**src/rtl/xd_event_sched_pkg.sv**
```systemverilog
// rtl/xd_event_sched_pkg.sv - shared FSM type, gap timer width and tag width helper for the event scheduler
package xd_sched_pkg;

  typedef enum logic [1:0] {IDLE, LAUNCH, HOLD} sched_state_t;

  localparam int GAP_W = 8;

  function automatic int tag_w(input int n);
    return (n > 1) ? $clog2(n) : 1;
  endfunction

endpackage

```
**src/rtl/xd_event_sched_if.sv**
```systemverilog
// rtl/xd_event_sched_if.sv - requester/launch bundle; XD_EVENT_SCHED_STATS_EN adds launch/drop statistics
interface xd_event_sched_if #(
  parameter int N_REQ = 4
);
  import xd_sched_pkg::*;

  localparam int TAG_W = tag_w(N_REQ);

  logic [N_REQ-1:0] req_i;
  logic             clr_ovf_i;
  logic             pulse_o;
  logic [TAG_W-1:0] tag_o;
  logic [N_REQ-1:0] pend_o;
  logic [N_REQ-1:0] ovf_o;
  logic             busy_o;

`ifdef XD_EVENT_SCHED_STATS_EN
  logic [15:0] launch_cnt_o;
  logic [15:0] drop_cnt_o;

  modport master (
    output req_i, clr_ovf_i,
    input  pulse_o, tag_o, pend_o, ovf_o, busy_o, launch_cnt_o, drop_cnt_o
  );
  modport slave (
    input  req_i, clr_ovf_i,
    output pulse_o, tag_o, pend_o, ovf_o, busy_o, launch_cnt_o, drop_cnt_o
  );
`else
  modport master (
    output req_i, clr_ovf_i,
    input  pulse_o, tag_o, pend_o, ovf_o, busy_o
  );
  modport slave (
    input  req_i, clr_ovf_i,
    output pulse_o, tag_o, pend_o, ovf_o, busy_o
  );
`endif

endinterface

```
**src/rtl/xd_event_sched_rr_pick.sv**
```systemverilog
// rtl/xd_event_sched_rr_pick.sv - combinational round-robin picker; search starts at ptr_i and wraps
module rr_pick #(
  parameter int N     = 4,
  parameter int IDX_W = 2
) (
  input  logic [N-1:0]     req_i,
  input  logic [IDX_W-1:0] ptr_i,
  output logic [IDX_W-1:0] gnt_o,
  output logic             vld_o
);

  // Scan from the farthest offset down so the nearest request to ptr_i is written last.
  always_comb begin
    gnt_o = '0;
    vld_o = 1'b0;
    for (int i = N - 1; i >= 0; i--) begin
      if (req_i[(int'(ptr_i) + i) % N]) begin
        gnt_o = IDX_W'((int'(ptr_i) + i) % N);
        vld_o = 1'b1;
      end
    end
  end

endmodule

```
**src/rtl/xd_event_sched.sv**
```systemverilog
// rtl/xd_event_sched.sv - merges requester event pulses onto one GAP-spaced pulse/tag CDC channel
// Optional statistics outputs are built when XD_EVENT_SCHED_STATS_EN is defined.
module xd_event_sched
  import xd_sched_pkg::*;
#(
  parameter int N_REQ = 4,
  parameter int CNT_W = 3,
  parameter int GAP   = 8
) (
  input  logic               clk_i,
  input  logic               rst_ni,
  xd_event_sched_if.slave    bus
);

  localparam int               TAG_W    = tag_w(N_REQ);
  localparam logic [CNT_W-1:0] CNT_MAX  = '1;
  localparam logic [GAP_W-1:0] GAP_LOAD = GAP_W'(GAP - 2);

  sched_state_t     state_q, state_d;
  logic [CNT_W-1:0] cnt_q [N_REQ];
  logic [CNT_W-1:0] cnt_d [N_REQ];
  logic [N_REQ-1:0] ovf_q, ovf_d, drop, dec_v, nz;
  logic [TAG_W-1:0] ptr_q, ptr_d, win_q, win_d, tag_q, tag_d, gnt_idx;
  logic [GAP_W-1:0] gap_q, gap_d;
  logic             pulse_q, pulse_d, busy_q, busy_d, gnt_vld;

  always_comb begin
    for (int r = 0; r < N_REQ; r++) nz[r] = (cnt_q[r] != '0);
  end

  rr_pick #(.N(N_REQ), .IDX_W(TAG_W)) u_rr_pick (
    .req_i (nz),
    .ptr_i (ptr_q),
    .gnt_o (gnt_idx),
    .vld_o (gnt_vld)
  );

  always_comb begin
    state_d = state_q;
    win_d   = win_q;
    ptr_d   = ptr_q;
    tag_d   = tag_q;
    gap_d   = gap_q;
    pulse_d = 1'b0;
    unique case (state_q)
      IDLE: begin
        if (gnt_vld) begin
          win_d   = gnt_idx;
          tag_d   = gnt_idx;
          pulse_d = 1'b1;
          state_d = LAUNCH;
        end
      end
      LAUNCH: begin
        ptr_d   = (win_q == TAG_W'(N_REQ - 1)) ? '0 : win_q + 1'b1;
        gap_d   = GAP_LOAD;
        state_d = (GAP_LOAD == '0) ? IDLE : HOLD;
      end
      HOLD: begin
        // HOLD lasts GAP-2 cycles; with LAUNCH and IDLE the spacing is exactly GAP.
        gap_d = gap_q - 1'b1;
        if (gap_q <= GAP_W'(1)) state_d = IDLE;
      end
      default: state_d = IDLE;
    endcase
  end

  always_comb begin
    dec_v = '0;
    if (state_q == LAUNCH) dec_v[win_q] = 1'b1;
    drop   = '0;
    busy_d = (state_d != IDLE);
    for (int r = 0; r < N_REQ; r++) begin
      cnt_d[r] = cnt_q[r];
      if (dec_v[r] && !bus.req_i[r]) begin
        cnt_d[r] = cnt_q[r] - 1'b1;
      end else if (bus.req_i[r] && !dec_v[r]) begin
        if (cnt_q[r] == CNT_MAX) drop[r] = 1'b1;
        else                     cnt_d[r] = cnt_q[r] + 1'b1;
      end
      if (cnt_d[r] != '0) busy_d = 1'b1;
    end
    // A fresh overflow beats a same-cycle clear.
    ovf_d = (bus.clr_ovf_i ? '0 : ovf_q) | drop;
  end

  always_ff @(posedge clk_i or negedge rst_ni) begin
    if (!rst_ni) begin
      state_q <= IDLE;
      cnt_q   <= '{default: '0};
      ovf_q   <= '0;
      ptr_q   <= '0;
      win_q   <= '0;
      tag_q   <= '0;
      gap_q   <= '0;
      pulse_q <= 1'b0;
      busy_q  <= 1'b0;
    end else begin
      state_q <= state_d;
      cnt_q   <= cnt_d;
      ovf_q   <= ovf_d;
      ptr_q   <= ptr_d;
      win_q   <= win_d;
      tag_q   <= tag_d;
      gap_q   <= gap_d;
      pulse_q <= pulse_d;
      busy_q  <= busy_d;
    end
  end

  assign bus.pulse_o = pulse_q;
  assign bus.tag_o   = tag_q;
  assign bus.pend_o  = nz;
  assign bus.ovf_o   = ovf_q;
  assign bus.busy_o  = busy_q;

`ifdef XD_EVENT_SCHED_STATS_EN
  logic [15:0] launch_cnt_q, launch_cnt_d, drop_cnt_q, drop_cnt_d;
  logic [16:0] drop_sum;

  always_comb begin
    launch_cnt_d = launch_cnt_q + ((state_q == LAUNCH) ? 16'd1 : 16'd0);
    drop_sum     = {1'b0, drop_cnt_q} + 17'($countones(drop));
    drop_cnt_d   = drop_sum[16] ? 16'hFFFF : drop_sum[15:0];
  end

  always_ff @(posedge clk_i or negedge rst_ni) begin
    if (!rst_ni) begin
      launch_cnt_q <= '0;
      drop_cnt_q   <= '0;
    end else begin
      launch_cnt_q <= launch_cnt_d;
      drop_cnt_q   <= drop_cnt_d;
    end
  end

  assign bus.launch_cnt_o = launch_cnt_q;
  assign bus.drop_cnt_o   = drop_cnt_q;
`endif

endmodule
```
**src/flat_wrapper.sv**
```systemverilog
// flat-port wrapper written by rule: the top's interface ports become plain ports
module xd_event_sched_flat import xd_sched_pkg::*;
#(
  parameter int N_REQ = 4,
  parameter int CNT_W = 3,
  parameter int GAP   = 8
)
  (clk_i, rst_ni, bus_req_i, bus_clr_ovf_i, bus_pulse_o, bus_tag_o, bus_pend_o, bus_ovf_o, bus_busy_o);
  xd_event_sched_if #(.N_REQ(N_REQ)) bus_i ();
  input  logic clk_i;
  input  logic rst_ni;
  input wire logic [$bits(bus_i.req_i)-1:0] bus_req_i;
  input wire logic [$bits(bus_i.clr_ovf_i)-1:0] bus_clr_ovf_i;
  output wire logic [$bits(bus_i.pulse_o)-1:0] bus_pulse_o;
  output wire logic [$bits(bus_i.tag_o)-1:0] bus_tag_o;
  output wire logic [$bits(bus_i.pend_o)-1:0] bus_pend_o;
  output wire logic [$bits(bus_i.ovf_o)-1:0] bus_ovf_o;
  output wire logic [$bits(bus_i.busy_o)-1:0] bus_busy_o;
  assign bus_i.req_i = bus_req_i;
  assign bus_i.clr_ovf_i = bus_clr_ovf_i;
  assign bus_pulse_o = bus_i.pulse_o;
  assign bus_tag_o = bus_i.tag_o;
  assign bus_pend_o = bus_i.pend_o;
  assign bus_ovf_o = bus_i.ovf_o;
  assign bus_busy_o = bus_i.busy_o;
  xd_event_sched #(.N_REQ(N_REQ), .CNT_W(CNT_W), .GAP(GAP)) u_core (.clk_i(clk_i), .rst_ni(rst_ni), .bus(bus_i));
endmodule
```
**config.mk**
```make
export PLATFORM = sky130hd
export DESIGN_NAME = xd_event_sched_flat
export DESIGN_NICKNAME = d
export VERILOG_FILES = /design/src/rtl/xd_event_sched_pkg.sv /design/src/rtl/xd_event_sched_if.sv /design/src/rtl/xd_event_sched_rr_pick.sv /design/src/rtl/xd_event_sched.sv /design/src/flat_wrapper.sv
export SDC_FILE = /design/constraint.sdc
export NUM_CORES = 1
export LEC_CHECK = 0
export ABC_AREA = 1
export CORE_MARGIN = 2
export CORE_UTILIZATION = 59
export DETAILED_ROUTE_END_ITERATION = 12
export GPL_TIMING_DRIVEN = 0
export PLACE_DENSITY = 0.81
export SLEW_MARGIN = 30
export SYNTH_ARGS = -nofsm -noshare
export SYNTH_HDL_FRONTEND = slang
export SYNTH_SLANG_ARGS = --single-unit
```
**constraint.sdc**
```tcl
create_clock -name clk_i -period 3.1 [get_ports clk_i]
set_clock_uncertainty 0.15 [all_clocks]
set_input_delay 0.62 -clock clk_i [delete_from_list [all_inputs] [get_ports clk_i]]
set_output_delay 0.62 -clock clk_i [all_outputs]
set_load 0.03 [all_outputs]
```
==> results.md <==
* Status: complete, no violations
* CP max stage delay at approximately 0.69 ns
* Final Critical Period at approximately 2.5 ns
* Initial core utilization at 0.6138
* Grt ovf at 0
* Setup CP Type: reg -> out
* Vias in the first global route at around 1800
* Relative slew slack at 0.7776
* Vias per inst at roughly 5.0
* CTS buffer count at 5
* Hold buffer count at CTS at 0
* Post-synthesis sequential area ratio at 0.3563
* Slowest CP cell: clkdlybuf4s50_1
* Yosys reg bits at 32
* Fin. max-slew vios at 0
* GRT Util Overall at 0.2366
* DP Wirelength at ~3600 um
* Design area at 2600 um^2
* Die width at roughly 66 um
* First-pass GRT wire length at roughly 7700 um
* Hold slack at 0.08202 ns
* Chip height at 65.72 um
* IO buf count at 18
* Synth Area per Inst at about 7 um^2
* Final count of negative-setup-slack endpoints at 0
* Setup bufs post-CTS at 0
* Post-Syn Area at 2247 um^2
* Routability cong. at just under 0.9
* Number of remaining DRC errors at 0
* Fraction of layout cells with a size suffix above 1 at 0.1003
* Least-Margin Pin Slew at roughly 0.33 ns
* Area growth syn-to-layout at 15.70%
* Max Fclk at 0.3926 GHz
* Final Util at 0.7102
* Largest net degree at the start of global routing at 21
* Synthesized instance count at 312
* DR iter-0 viols at roughly 110
* Synth warn at 0
* Pwr Density at 782.2 nW/um^2
* Full die area at 4318 um^2
* Max cap viols at 0
* Clock Tree Buf Depth at 2
* Clock group share of total power at 0.160
* # diodes at 0
* Clock sinks at 32
* CP required at around 2.3 ns
* Nets at ~370
* Core Footprint at about 3700 um^2
* Flop pwr share at 0.307
* RSZ-0062 raised after global routing: false
* CTS tree: built
* WL final at between 4000 and 5000 um
* H-Tree Depth at 2
* Leakage at 1.449 nW
* Pint at 1.116 mW
* Startpoint type of the worst setup path: flip-flop
* Number of gates resized after cts at 0
* Mapped Nets at about 340
* Final ANT Viol Nets at 0
* Number of antenna violations at the first check in global routing at 0
* Switching share of power at 0.4510
* Arrival time at the worst endpoint at about 1.8 ns
* Root Driver: clkbuf_8
* Setup ws final at around 0.55 ns
* Worst Setup End Kind: output pin
* I/O Pins at 19
* Fillcell total at between 300 and 400
* Peak VDD IR at 0.5387 mV
* Combinational share of power at 0.533
* Endpoints failing hold at 0
* Routed len/inst at 11.62 um
* Yosys cell types at 25
* Cell Area, Placed at about 2500 um^2
* Worst-Skew Late Latency at about 0.28 ns
* Rows at 22
* Hold Crit Class: in -> async
* Setup_tns at 0 ns
* Vias at roughly 1900
* CTS clk-pin slew, worst paths at ~0.06 ns
* First-pass DRT Iterations at 4
* Cell Chain, Critical Path: inv_1, ha_1, nand2_1, clkdlybuf4s50_1
* Post-Place Setup Slack at around 0.85 ns
* CP Max Fanout at 3
* Psw at approximately 920 uW
* Period utilization at 0.8216
-- power by group through the flow --
stage / Combinational (mW) / Sequential [mW] / Clock, mW
2_1_floorplan: 0.762 / 0.667 / 0
3_3_place_gp: 1.02 / 0.625 / 0
3_5_place_dp: 1.07 / 0.632 / 0
4_1_cts: 1.08 / 0.624 / 0.336
5_1_grt: 1.23 / 0.642 / 0.349
6_report: 1.08 / 0.625 / 0.325
-- final timing paths --
check	from	to	slack, ns	cells after the start
max	u_core.cnt_q[6]	bus_pend_o[1]	0.55	4
min	rst_ni	u_core.cnt_q[1]	0.08	1
max reg2reg	u_core.state_q[0]	u_core.gap_q[7]	1.23	7
min reg2reg	u_core.gap_q[4]	u_core.gap_q[4]	0.31	1
max in group asynchronous	rst_ni	u_core.bus.pulse_o	2.32	2
min in group clk_i	u_core.gap_q[4]	u_core.gap_q[4]	0.31	1
-- through the flow --
step / std cells / power, mW
2_1_floorplan: 312 / 1.429
3_3_place_gp: 378 / 1.648
3_5_place_dp: 379 / 1.706
4_1_cts: 387 / 2.041
5_1_grt: 387 / 2.223
6_report: 387 / 2.034
-- worst max-delay path, delay by kind of cell, from the launching register on --
kind | cells | cell delay [ns]
buf+inv | 2 | 0.78
flops | 1 | 0.38
simple gates | 1 | 0.13
fa+ha+maj | 1 | 0.19
-- cell type report --
class | count | area [um^2] | share of cell area
multi-input cells | 215 | 1184 | 0.4552
flip-flops and latches | 32 | 800.8 | 0.3080
inverters | 62 | 235.2 | 0.09047
repair buffers | 19 | 202.7 | 0.07796
clock buffers | 8 | 90.09 | 0.03465
well taps | 48 | 60.06 | 0.02310
plain buffers | 3 | 27.53 | 0.01059
-- state kept, by name (all words and copies together) (netlist names) --
name and cells:
u_core.bus.pulse_o 1, u_core.win_q 2, u_core.gap_q 8, u_core.cnt_q 12, u_core.bus.busy_o 1, u_core.bus.ovf_o 4, u_core.ptr_q 2, u_core.state_q 2
-- per-layer routing --
layer	up-vias	part of all wire	wire, um	global-route usage
met2	29	0.46	2070	0.3813
met4	0	0.022	97	0.1198
met5	-	0	0	0
li1	1023	-	-	-
met3	11	0.031	139	0.04281
met1	856	0.49	2191	0.3040
-- kinds of logic after synthesis --
| logic type | share of synthesized area |
|---|---|
| AO/OA/AOI/OAI | 0.05011 |
| flip-flops | 0.3563 |
| buffers and inverters | 0.1169 |
| adder cells (fa/ha/maj) | 0.1225 |
| XOR/XNOR | 0.01169 |
| AND/OR/NAND/NOR | 0.3424 |
-- layout by cell type, fill, tap and decap left out, types with 7 or more instances in the layout --
master	instances
clkdlybuf4s50_1	17
o21ai_0	8
inv_1	54
nand2_1	90
nand3_1	33
dfrtp_1	32
ha_1	22
nand4_1	7
nand2_2	7
inv_2	7
nor2_1	21
-- Yosys cell counts --
master   number  area [um^2]
nand2_1      90        337.8
inv_1        54        202.7
nand3_1      33        165.2
dfrtp_1      32        800.8
ha_1         22        275.3
nor2_1       21        78.83
o21ai_0       8        40.04
inv_2         7        26.28
nand2_2       7        43.79
nand4_1       7        43.79
a21oi_1       5        25.02
o22ai_1       4        25.02
nand2_4       3        33.78
nor2_4        3        33.78
a31oi_1       2        12.51
buf_6         2        22.52
nor3_1        2        10.01
o21ai_1       2        10.01
xor2_1        2        17.52
buf_2         1        5.000
inv_4         1        6.260
nand3_2       1        10.01
nor2_2        1        6.260
nor4_1        1        6.260
xnor2_1       1        8.760
Note: power is estimated with default switching activity, not from simulation.
